===== src/rtl/elevator_request_ctrl.sv =====
// Request/dispatch stage for the elevator car: latches floor calls, tracks the
// current floor and travel direction, and tells the car FSM when to move.
module elevator_request_ctrl #(
  parameter int NUM_FLOORS = 4,
  parameter int FLR_W      = 2
) (
  input  logic                  CLK,
  input  logic                  nRST,
  input  logic [NUM_FLOORS-1:0] CallBtn,
  input  logic                  DoorOpen,
  input  logic                  clr,
  input  logic                  flrChg,
  output logic                  Moving,
  output logic [FLR_W-1:0]      CurFlr,
  output logic                  Dir,
  output logic [NUM_FLOORS-1:0] Pending
);

  localparam logic [FLR_W-1:0] TOP_FLR = FLR_W'(NUM_FLOORS - 1);

  logic [NUM_FLOORS-1:0] req, req_nxt;
  logic                  cur_req, up_req, dn_req;
  logic                  dir_nxt;
  logic [FLR_W-1:0]      flr_nxt;

  // Split the request vector around the current floor.
  always_comb begin
    cur_req = 1'b0;
    up_req  = 1'b0;
    dn_req  = 1'b0;
    for (int unsigned i = 0; i < NUM_FLOORS; i++) begin
      if (i == 32'(CurFlr))      cur_req = req[i];
      else if (i > 32'(CurFlr))  up_req  = up_req | req[i];
      else                       dn_req  = dn_req | req[i];
    end
  end

  assign Moving  = (up_req | dn_req) & ~cur_req;
  assign Pending = req;

  // Clearing at the open door takes priority over a simultaneous press.
  always_comb begin
    req_nxt = req | CallBtn;
    for (int unsigned i = 0; i < NUM_FLOORS; i++) begin
      if (DoorOpen && (i == 32'(CurFlr))) req_nxt[i] = 1'b0;
    end
  end

  always_comb begin
    dir_nxt = Dir;
    if (clr) begin
      if (Dir) dir_nxt = up_req ? 1'b1 : (dn_req ? 1'b0 : 1'b1);
      else     dir_nxt = dn_req ? 1'b0 : (up_req ? 1'b1 : 1'b0);
    end
  end

  // Floor step uses the pre-update direction and saturates at both ends.
  always_comb begin
    flr_nxt = CurFlr;
    if (flrChg) begin
      if (Dir && (CurFlr != TOP_FLR))      flr_nxt = CurFlr + FLR_W'(1);
      else if (!Dir && (CurFlr != '0))     flr_nxt = CurFlr - FLR_W'(1);
    end
  end

  always_ff @(posedge CLK or negedge nRST) begin
    if (!nRST) begin
      req    <= '0;
      CurFlr <= '0;
      Dir    <= 1'b1;
    end else begin
      req    <= req_nxt;
      CurFlr <= flr_nxt;
      Dir    <= dir_nxt;
    end
  end

endmodule

===== config.mk =====
export PLATFORM = sky130hd
export DESIGN_NAME = elevator_request_ctrl
export DESIGN_NICKNAME = d
export VERILOG_FILES = /design/src/rtl/elevator_request_ctrl.sv
export SDC_FILE = /design/constraint.sdc
export NUM_CORES = 1
export LEC_CHECK = 0
export ABC_AREA = 1
export BUFFER_PORTS_ARGS = -buffer_cell sky130_fd_sc_hd__buf_2
export CORE_AREA = 2 2 39 41
export CTS_BUF_LIST = sky130_fd_sc_hd__clkbuf_16
export CTS_CLUSTER_DIAMETER = 60
export DETAILED_ROUTE_END_ITERATION = 6
export DIE_AREA = 0 0 41 43
export PLACE_DENSITY_LB_ADDON = 0.08
export SLEW_MARGIN = 10
export SYNTH_ARGS = -nofsm -noshare
export SYNTH_HDL_FRONTEND = slang
export SYNTH_SLANG_ARGS = --single-unit

===== constraint.sdc =====
create_clock -name CLK -period 1.36 [get_ports CLK]
set_clock_uncertainty 0.1 [all_clocks]
set_input_delay 0.136 -clock CLK [delete_from_list [all_inputs] [get_ports CLK]]
set_output_delay 0.136 -clock CLK [all_outputs]
set_load 0.01 [all_outputs]

==> results.json <==
{
  "worst_pin_slew_ns": 0.179,
  "setup_viol": 2,
  "pwr-share-clk_pct": 22.2,
  "die-area_sq_um": 1760,
  "io_buffers": 16,
  "clock.fmax_mhz": 596,
  "power_mw": 2.20,
  "cts_tree": "yes",
  "cts_root_buf": "clkbuf_16",
  "syn-cell-area_sq_um": 448,
  "dp.final_hpwl_um": 804,
  "grt.total_usage_pct": 15.2,
  "worst_slack_ns": -0.318,
  "drc": 0,
  "cp.arrival_ns": 1.44,
  "path_class": "reg2out",
  "ys_seq_area_share_pct": 39.4,
  "startpoint_type": "flop",
  "numCtsBuffers": 3,
  "critPathMaxFanout": 5,
  "seq_power_share_pct": 21.6,
  "area_growth_pct": 73.5,
  "clkSlewWorstSetupHoldPaths_ns": 0.04,
  "synth_area_leader_cell": "dfrtp_1",
  "peakVddDrop_mv": 1.82,
  "hold_violations": 0,
  "synth_top_cell_area_share_pct": 33.5,
  "p_leak_nw": 0.407,
  "ys.warnings.count": 0,
  "postSynthAreaPerCell_sq_um": 7.34,
  "insertion_delay_ns": 0.23,
  "rows": 14,
  "drt_iter0_markers": 9,
  "synthesis.nets": 74,
  "grt_max_degree": 8,
  "max_stage_delay_ns": 0.46,
  "first_pass_iters": 3,
  "cp_slowest_cell": "dfrtp_2",
  "cp.required_ns": 1.12,
  "initial_core_util_pct": 32.4,
  "clk_path_buf_depth": 2,
  "sw_frac_of_total_pct": 38.2,
  "post-route-period-util_pct": 123,
  "grt_pass1_vias": 417,
  "p_switching_mw": 0.840,
  "final_cells": 110,
  "violations": "setup timing",
  "coreArea_sq_um": 1380,
  "min_period_ns": 1.68,
  "outcome": "finished with violations",
  "grt_pass1_wl_mm": 1.79,
  "io_pins": 17,
  "finalSetupTns_ns": -0.442,
  "hold_ws_ns": 0.0329,
  "antenna_left": 0,
  "max_cap_violations": 0,
  "cpMostUsedCell": "nand2_1",
  "ys_ff_latch": 7,
  "cp_cell_sequence": "inv_4 > ha_4 > inv_2 > nand2_1 > nand2_1 > nand2_1 > nand2_1 > nor2_1 > nor2_2 > buf_2",
  "die_w_um": 41,
  "hp-class": "in2reg",
  "wirelength_mm": 1.06,
  "final_common_cell": "nand2_1",
  "diodes": 0,
  "maxSlewHeadroom_pct": 88.1,
  "viasPerCell": 4.25,
  "antenna_found_initial": 0,
  "drv_slew": 0,
  "clkSinkCount": 7,
  "netlist_top_cells_area": "dfrtp_1, nand2_1, ha_1",
  "gp_congestion": 0.726,
  "drive_gt1_share_pct": 50.0,
  "ys_types": 12,
  "placed_cells": 101,
  "end_kind": "output port",
  "layout.nets": 108,
  "synth_cells": 61,
  "die_h_um": 43,
  "mostFrequentLayoutCells": "nand2_1, buf_2, buf_4",
  "grt.overflow.total": 0,
  "rsz0062_at_grt": "true",
  "p_int_mw": 1.36,
  "pre_cts_ws_ns": -0.131,
  "wl_per_cell_um": 9.62,
  "pwr_density_cell_nw_per_um2": 2830,
  "htreeDepth": 1,
  "vias": 467,
  "comb_power_share_pct": 56.2
}
-- cells in the mapped netlist --
cell type  count
xor2_1         2
dfstp_2        1
a21oi_1        4
ha_1           4
o21ai_2        1
nor2_1         8
nand2_2        2
inv_1          8
inv_2          1
dfrtp_1        6
nand2_1       17
nand3_1        7
-- logic make-up (layout without fill, tap and decap cells) --
family / count (synthesis) / count (layout) / share of synthesized area [%]
simple gates: 34 / 34 / 31.6
buf+inv: 9 / 42 / 7.54
flops: 7 / 7 / 39.4
compound gates: 5 / 5 / 6.43
fa+ha+maj: 4 / 4 / 11.2
xor+xnor: 2 / 2 / 3.91
-- metal layers --
metal / global-route usage, % / vias to the layer above / wire length, um
li1: - / 256 / -
met1: 22.1 / 198 / 493
met2: 21.3 / 9 / 502
met3: 0 / 4 / 30
met4: 10.0 / 0 / 31
met5: 0 / - / 0
-- layout make-up --
cell class | instances | area, sq um
Clock buffer | 3 | 75.1
Clock inverter | 1 | 3.75
Fill cell | 132 | 607
Inverter | 9 | 38.8
Multi-Input combinational cell | 45 | 280
Sequential cell | 7 | 179
Tap cell | 16 | 20.0
Timing Repair Buffer | 29 | 180
-- state kept, by name (all words and copies together), names as in the netlist --
register and cells:
Pending 4, CurFlr 2, Dir 1
-- power groups by stage --
stage / combinational, mW / sequential [mW] / clock (mW)
2_1_floorplan: 0.586 / 0.480 / 0
3_3_place_gp: 1.07 / 0.447 / 0
3_5_place_dp: 1.06 / 0.448 / 0
4_1_cts: 1.25 / 0.470 / 0.498
5_1_grt: 1.40 / 0.498 / 0.513
6_report: 1.24 / 0.474 / 0.489
-- metrics by stage --
stage,area (sq um),utilization (%)
global route,777,56.1
detailed placement,617,44.6
CTS,774,56.0
floorplan,457,-
global placement,617,44.6
finish,777,56.1
-- worst max-delay path: cells and delay by family, from the launching register on --
family	cells	cell delay, ns
flops	1	0.46
simple gates	6	0.37
buf+inv	3	0.27
fa+ha+maj	1	0.14
-- what timing repair did --
action,CTS,global route
hold endpoints to repair,7,0
hold buffers,1,0
setup endpoints to repair,2,4
gates cloned,0,0
pin swaps,3,6
buffers inserted,4,0
resized for setup,9,1
-- worst paths after layout --
| check | startpoint | end | slack (ns) | cells after the start |
|---|---|---|---|---|
| setup / recovery | CurFlr[1]$_DFFE_PN0P_ | Moving | -0.32 | 10 |
| hold / removal | clr | Dir$_DFFE_PN1P_ | 0.03 | 4 |
| setup reg to reg | CurFlr[1]$_DFFE_PN0P_ | Dir$_DFFE_PN1P_ | -0.12 | 12 |
| hold reg to reg | Dir$_DFFE_PN1P_ | Dir$_DFFE_PN1P_ | 0.40 | 2 |
| max in group asynchronous | nRST | Dir$_DFFE_PN1P_ | 0.75 | 2 |
| min in group asynchronous | nRST | Pending[1]$_DFF_PN0_ | 0.17 | 2 |
No activity file was read; power rests on OpenSTA's default activity.
